### src/rtl/sweep_pkg.sv
// Shared types and sizing helpers for the exhaustive candidate sweep controller.
package sweep_pkg;

  typedef enum logic [1:0] {IDLE, RUN, DONE} sweep_state_t;

  // Highest candidate value for a given vector width (2^bits - 1).
  function automatic int unsigned term_count(input int unsigned bits);
    return (32'd1 << bits) - 32'd1;
  endfunction

  // hit_count must represent 0..2^bits inclusive.
  function automatic int unsigned hit_count_w(input int unsigned bits);
    return bits + 32'd1;
  endfunction

endpackage

### src/rtl/sweep_settle_timer.sv
// Loadable down-counter that paces how long each candidate is held before sampling.
module sweep_settle_timer #(
  parameter int W = 3
) (
  input  logic         clk,
  input  logic         rst,
  input  logic         load,
  input  logic [W-1:0] load_value,
  input  logic         en,
  output logic [W-1:0] value,
  output logic         zero
);

  always_ff @(posedge clk or posedge rst) begin
    if (rst) begin
      value <= '0;
    end else if (load) begin
      value <= load_value;
    end else if (en) begin
      value <= value - W'(1);
    end
  end

  assign zero = (value == '0);

endmodule

### src/rtl/sweep_controller.sv
// Steps a candidate vector 0..2^BITS-1, holds each for SETTLE_CYCLES, samples result_in
// and records found / first_hit / hit_count. Optional macro: SWEEP_STOP_ON_HIT_EN.
module sweep_controller
  import sweep_pkg::*;
#(
  parameter int BITS          = 4,
  parameter int SETTLE_CYCLES = 4,
  parameter int TIMER_W       = $clog2(SETTLE_CYCLES + 1)
) (
  input  logic            clk,
  input  logic            rst,
  input  logic            start,
  input  logic            abort,
  input  logic            result_in,
  output logic [BITS-1:0] cand,
  output logic            busy,
  output logic            done,
  output logic            found,
  output logic [BITS-1:0] first_hit,
  output logic [BITS:0]   hit_count
);

  localparam logic [BITS-1:0] LAST = BITS'(term_count(BITS));
  localparam int unsigned     HC_W = hit_count_w(BITS);
  localparam logic [TIMER_W-1:0] RELOAD = TIMER_W'(SETTLE_CYCLES - 1);

  sweep_state_t state, nxt_state;

  logic               timer_load;
  logic               timer_en;
  logic [TIMER_W-1:0] timer_value;
  logic               timer_zero;

  logic start_acc;
  logic sample_hit;
  logic cand_inc;

  sweep_settle_timer #(
    .W (TIMER_W)
  ) u_timer (
    .clk        (clk),
    .rst        (rst),
    .load       (timer_load),
    .load_value (RELOAD),
    .en         (timer_en),
    .value      (timer_value),
    .zero       (timer_zero)
  );

  always_ff @(posedge clk or posedge rst) begin
    if (rst) begin
      state <= IDLE;
    end else begin
      state <= nxt_state;
    end
  end

  always_comb begin
    nxt_state  = state;
    start_acc  = 1'b0;
    sample_hit = 1'b0;
    cand_inc   = 1'b0;
    timer_load = 1'b0;
    timer_en   = 1'b0;
    case (state)
      IDLE, DONE: begin
        if (start) begin
          nxt_state  = RUN;
          start_acc  = 1'b1;
          timer_load = 1'b1;
        end
      end
      RUN: begin
        timer_en = (timer_value != '0);
        // abort discards the sample even when it lands on the sample cycle
        if (abort) begin
          nxt_state = IDLE;
        end else if (timer_zero) begin
          sample_hit = result_in;
          if (cand == LAST) begin
            nxt_state = DONE;
`ifdef SWEEP_STOP_ON_HIT_EN
          end else if (result_in) begin
            nxt_state = DONE;
`endif
          end else begin
            cand_inc   = 1'b1;
            timer_load = 1'b1;
          end
        end
      end
      default: nxt_state = IDLE;
    endcase
  end

  always_ff @(posedge clk or posedge rst) begin
    if (rst) begin
      cand      <= '0;
      found     <= 1'b0;
      first_hit <= '0;
      hit_count <= '0;
    end else if (start_acc) begin
      cand      <= '0;
      found     <= 1'b0;
      first_hit <= '0;
      hit_count <= '0;
    end else begin
      if (sample_hit) begin
        hit_count <= hit_count + HC_W'(1);
        if (!found) begin
          found     <= 1'b1;
          first_hit <= cand;
        end
      end
      if (cand_inc) begin
        cand <= cand + BITS'(1);
      end
    end
  end

  assign busy = (state == RUN);
  assign done = (state == DONE);

endmodule
### config.mk
export PLATFORM = sky130hd
export DESIGN_NAME = sweep_controller
export DESIGN_NICKNAME = d
export VERILOG_FILES = /design/src/rtl/sweep_pkg.sv /design/src/rtl/sweep_settle_timer.sv /design/src/rtl/sweep_controller.sv
export SDC_FILE = /design/constraint.sdc
export NUM_CORES = 1
export LEC_CHECK = 0
export ABC_AREA = 1
export BUFFER_PORTS_ARGS = -buffer_cell sky130_fd_sc_hd__buf_4
export CORE_AREA = 3 3 49 51
export CTS_BUF_LIST = sky130_fd_sc_hd__clkbuf_16
export CTS_CLUSTER_SIZE = 40
export DETAILED_ROUTE_END_ITERATION = 7
export DIE_AREA = 0 0 52 54
export GPL_TIMING_DRIVEN = 1
export PLACE_DENSITY = 0.84
export SYNTH_ARGS = -nofsm -noshare
export SYNTH_HDL_FRONTEND = slang
export SYNTH_HIERARCHICAL = 1
export SYNTH_SLANG_ARGS = --single-unit
### constraint.sdc
create_clock -name clk -period 1.7 [get_ports clk]
set_input_delay 0.085 -clock clk [delete_from_list [all_inputs] [get_ports clk]]
set_output_delay 0.085 -clock clk [all_outputs]
set_load 0.03 [all_outputs]
Word level (Yosys, flattened, before mapping)
Index checks and enable logic that the tools add are counted.
{"block": "word_totals", "ff_bits": 19, "in_bits": 5, "output_inout_bits": 16}
{"block": "op_classes", "add_sub_neg": 3, "n_eq_ne": 7, "muxes": 27, "n_reduce_logical": 9}
{"cell": "4-bit 2-to-1 mux", "count": 5}
{"cell": "1-bit 2-to-1 mux", "count": 12}
{"cell": "5-bit 2-to-1 mux", "count": 2}
{"cell": "2-bit 2-to-1 mux", "count": 4}
{"cell": "3-bit 2-to-1 mux", "count": 2}
{"cell": "3-bit by 2-bit inequality test with 1-bit output (second input constant)", "count": 2}
{"cell": "2-bit nonzero test", "count": 3}
{"cell": "5-bit by 1-bit adder with 5-bit output (second input constant)", "count": 1}
{"cell": "4-bit by 1-bit adder with 4-bit output (second input constant)", "count": 1}
{"cell": "4-bit equality test (second input constant)", "count": 1}
{"cell": "2-bit one-hot mux with 2 select lines", "count": 1}
{"cell": "3-bit zero test", "count": 1}
{"cell": "3-bit AND reduction", "count": 1}
{"cell": "3-bit nonzero test", "count": 1}
{"cell": "3-bit by 1-bit subtractor with 3-bit output (second input constant)", "count": 1}
{"cell": "2-bit by 1-bit equality test with 1-bit output (second input constant)", "count": 1}
{"cell": "2-bit equality test (second input constant)", "count": 1}
{"cell": "2-bit zero test", "count": 1}
{"cell": "2-bit by 1-bit inequality test with 1-bit output (second input constant)", "count": 1}
{"cell": "2-bit inequality test (second input constant)", "count": 1}
{"cell": "1-bit one-hot mux with 2 select lines", "count": 1}
{"cell": "2-bit AND reduction", "count": 1}
{"cell": "2-bit OR reduction", "count": 1}

Depth between registers and ports, before layout
{"block": "depth", "word_depth": 7, "mapped_depth": 9, "mapped_depth_nobuf": 8}

Cells and area by module
Netlist, hierarchy kept.
{"mod": "sweep_controller", "n_inst": 1, "cells_per_inst": 114, "area_each_um2": 875.8}
{"mod": "sweep_settle_timer", "n_inst": 1, "cells_per_inst": 23, "area_each_um2": 182.7}

Least setup slack after synthesis
No wires, ideal clock.
{"block": "synth_timing", "path_kind": "reg-to-reg", "from": "reg cand[1]", "to": "reg u_timer.value[1]", "arrival_ns": 1.430, "required_time_ns": 1.632, "path_slack_ns": 0.201, "stages_incl_launch_ff": 8, "period_less_slack_ns": 1.499, "path_cell_list": "dfrtp_1 ha_1 nand3_1 nand3_2 nand2_1 nor2_2 nand2_1 nand3_1"}
{"block": "synth_between", "elab_chain_len": 6}
{"item": "from (decl)", "line": "sweep_controller.sv:15", "source": "output logic [BITS-1:0] cand,"}
{"item": "from (signal assigned)", "line": "sweep_controller.sv:116", "source": "cand <= cand + BITS'(1);"}
{"item": "4-bit equality test (*)", "line": "sweep_controller.sv:80", "source": "if (cand == LAST) begin"}
{"item": "1-bit 2-to-1 mux (*)", "line": "sweep_controller.sv:80"}
{"item": "1-bit 2-to-1 mux (*)", "line": "sweep_controller.sv:78", "source": "end else if (timer_zero) begin"}
{"item": "1-bit 2-to-1 mux (*)", "line": "sweep_controller.sv:76", "source": "if (abort) begin"}
{"item": "1-bit one-hot mux with 2 select lines (*)", "line": "sweep_controller.sv:65", "source": "case (state)"}
{"item": "named net timer_load", "line": "sweep_controller.sv:29", "source": "logic timer_load;"}
{"item": "3-bit 2-to-1 mux / 2-bit nonzero test (equally long branches)"}
{"item": "to (signal assigned)", "line": "sweep_settle_timer.sv:18", "source": "value <= load_value;"}
{"item": "to (signal assigned)", "line": "sweep_settle_timer.sv:20", "source": "value <= value - W'(1);"}
{"item": "to (decl)", "line": "sweep_settle_timer.sv:10", "source": "output logic [W-1:0] value,"}
The timed path passes the listed nets; every way through them passes the cells marked *.
A chain may end at the register's enable or synchronous reset.

Worst setup path in the final report
{"block": "layout_timing", "from": "reg u_timer.value[0]", "to": "reg first_hit[3]"}
{"block": "layout_between", "elab_chain_len": 6}
{"item": "3-bit zero test", "line": "sweep_settle_timer.sv:24", "source": "assign zero = (value == '0);"}
{"item": "named net timer_zero", "line": "sweep_controller.sv:32", "source": "logic timer_zero;"}
{"item": "1-bit 2-to-1 mux", "line": "sweep_controller.sv:78"}
{"item": "1-bit 2-to-1 mux", "line": "sweep_controller.sv:76"}
{"item": "1-bit 2-to-1 mux", "line": "sweep_controller.sv:65"}
{"item": "2-bit nonzero test (no line)"}
{"item": "2-bit AND reduction (no line)"}
{"item": "to (signal assigned)", "line": "sweep_controller.sv:112", "source": "first_hit <= cand;"}
{"item": "to (decl)", "line": "sweep_controller.sv:19", "source": "output logic [BITS-1:0] first_hit,"}
The timed path passes the listed nets, and every way through them passes these cells.

==> metrics.csv <==
stage,metric,value,unit
status,outcome,"finished, final reports clean",
synthesis,syn_area,0.00106,sq mm
sta,max_freq,654,MHz
final_layout,drive_gt1_share,21.5,%
sta,skew,0.00149,ns
setup_path,r2r_start,u_timer/value[0],
clock_network,h-tree-depth,1,
sta,setup_viol_count_final,0,
placed_design,gp_congestion,0.851,
final_layout,fillers,164,
synthesis,yosysWarnings,6,
synthesis,ys_seq_area_share,44.9,%
die,core-area,0.00198,sq mm
route,routed_wirelength,2300,microns
synthesis,yosysTopAreaCellShare,44.9,%
setup_path,crit_start,u_timer/value[0],
die,initial_core_util,53.4,%
setup_path,start_kind,flop,
synthesis,synth_cell_types,18,
placed_design,numPortBuffers,20,
setup_path,end_kind,flop,
route,drt_iter0_markers,32,
sta,final-hold-violation-count,0,
worst_hold_path,hp-class,input port to flop,
route,dr_total_vias,983,
route,drtAntennaViolNets,0,
placed_design,pre_cts_ws,0.0858,ns
final_layout,syn2layout_area_growth,27.7,%
final_layout,antenna_cells,0,
route,drc,0,
grt,grt_max_degree,17,
pwr,ir_drop,0.000807,V
setup_path,reg2reg_depth,8,
clock_network,cts_buffers,3,
die,row_count,16,
sta,rsz0062_at_grt,no,
sta,tightest_slew,0.596,ns
synthesis,synth_top_area_cell,dfrtp_1,
run,maxCapViolCount,0,
route,vias_per_cell,5.17,
route,post_drt_wl_per_cell,12.1,microns
pwr,leakage,0.000754,uW
grt,met2_usage,35.6,%
grt,antenna_found_initial,0,
sta,tns,0,ns
clock_network,clockBufferDepth,2,
synthesis,ys_ff_latch,19,
setup_path,worstReg2RegEnd,first_hit[3],
die,die_area,0.00281,sq mm
synthesis,avgSynthCellArea,7.73,sq um
synthesis,synth_cells,137,
grt,met1_usage,23.7,%
setup_path,cp.arrival,1.66,ns
grt,grt_usage,19.9,%
die,die_h,54,microns
sta,finalCritPeriodShare,89.9,%
grt,busiest_layer,met2,
clock_network,cts.sinks,19,
clock_network,post-cts-setup-buffers,0,
die,die_width,52,microns
sta,drv_slew,0,
final_layout,final_nets,173,
sta,layout_min_cycle_time,1.53,ns
clock_network,path_clk_slew,0.05,ns
setup_path,rrSetupSlack,0.17,ns
setup_path,critPathMaxFanout,5,
clock_network,clk_latency,0.25,ns
pwr,p_per_area,1130,mW/mm^2
sta,slew-limit-headroom,60.2,%
sta,setup_ws,0.171,ns
grt,grt_pass1_vias,945,
grt,grt_pass1_wl,4090,microns
setup_path,crit_type,flop to flop,
grt,grtUsageMet3,3.32,%
placed_design,dp_hpwl,1720,microns
clock_network,cts_root_buf,clkbuf_16,
setup_path,crit_required,1.83,ns
setup_path,crit_path_end,first_hit[3],
die,io_pins,21,
synthesis,synthTopCellsByArea,"dfrtp_1 (45%), nand2_1 (14%), nand3_1 (11%)",
route,drt_first_pass_iters,4,
clock_network,cts_tree,done,
grt,grt.overflow.total,0,
-- critical path: stages, from the launching register on --
cell and delay (ns):
dfrtp_1 0.39, inv_1 0.08, ha_1 0.20, ha_4 0.17, nand2_1 0.10, nor2_1 0.14, nand3_2 0.14, nand3_1 0.12
o21ai_1 0.07
-- per-stage QoR --
step | cell area (sq um) | hold slack [ns] | utilization, % | total power [uW] | std cells
detailed placement | 1240 | -0.0299 | 62.7 | 1020 | 185
CTS | 1330 | 0.137 | 67.2 | 1490 | 190
finish | 1350 | 0.132 | 68.2 | 1520 | 190
global placement | 1240 | -0.0319 | 62.7 | 989 | 185
floorplan | 1060 | -0.161 | - | 888 | 138
global route | 1350 | 0.167 | 68.2 | 1630 | 190
-- state kept, by name, summed over array words and instances, names as in the netlist --
signal,flops
first_hit,4
hit_count,5
found,1
u_timer/value,3
state,2
cand,4
-- power breakdown --
group	total, uW	switching [uW]	internal, uW
clock network	465	153	312
logic	475	288	188
registers	580	64.9	515
-- final cells by class --
class | count | area [sq um] | area share [%]
clock inverters | 1 | 3.75 | 0.278
clock buffers | 3 | 75.1 | 5.56
flip-flops and latches | 19 | 475 | 35.2
inverters | 18 | 67.6 | 5.00
multi-input cells | 99 | 520 | 38.5
repair buffers | 23 | 175 | 13.0
well taps | 27 | 33.8 | 2.50
-- metal layers --
| metal | vias to the layer above | wire length (microns) |
|---|---|---|
| met2 | 22 | 1260 |
| met1 | 466 | 911 |
| met4 | 0 | 30 |
| li1 | 490 | - |
| met5 | - | 0 |
| met3 | 5 | 98 |
-- timing repair --
| action | CTS | global route |
|---|---|---|
| endpoints found under the hold margin | 19 | 0 |
| resized for setup | 0 | 4 |
| hold buffers | 1 | 0 |
| setup endpoints to repair | 0 | 12 |
-- cells by family (layout without fill, tap and decap cells) --
group                    after synthesis  after routing  synth area share, %
AO/OA/AOI/OAI                          3              3                 1.66
XOR/XNOR                               2              2                 1.66
other                                  2              3                0.709
AND/OR/NAND/NOR                       87             87                 38.2
flip-flops                            19             19                 44.9
buffers and inverters                 20             45                 8.16
adder cells (fa/ha/maj)                4              4                 4.73
-- synthesized netlist by cell type --
| cell type | n |
|---|---|
| conb_1 | 2 |
| inv_1 | 17 |
| inv_2 | 1 |
| nor2_2 | 4 |
| dfrtp_1 | 19 |
| a22oi_1 | 1 |
| nand3b_1 | 2 |
| buf_6 | 1 |
| buf_4 | 1 |
| nor3_1 | 1 |
| ha_1 | 4 |
| xor2_1 | 2 |
| nand3_1 | 24 |
| nand3_2 | 3 |
| nor2_1 | 10 |
| o21ai_1 | 2 |
| nand4_1 | 4 |
| nand2_1 | 39 |
-- placed cells by master, fill, tap and decap left out --
cell,n
nor2_4,1
nand2_2,1
ha_4,1
a22oi_1,1
conb_1,3
buf_4,22
xor2_1,2
ha_1,3
nand3_1,24
nor2_1,10
inv_1,18
nand4_1,4
clkbuf_16,3
nand3_2,3
nand2_1,38
o21ai_1,2
dfrtp_1,19
nor2_2,3
nand3b_1,2
inv_2,1
dlygate4sd3_1,1
nor3_1,1
-- how the worst min path moves through the flow --
stage          cells after the start  slack [ns]  start          endpoint
3_3_place_gp                       2       -0.03    rst  u_timer/value[2]
4_1_cts                            4        0.14  abort          state[0]
6_report                           4        0.13  abort          state[0]
3_5_place_dp                       2       -0.03    rst  u_timer/value[1]
5_1_grt                            4        0.17  abort          state[0]
2_1_floorplan                      1       -0.16    rst  u_timer/value[0]
Note: power is estimated with default switching activity, not from simulation.
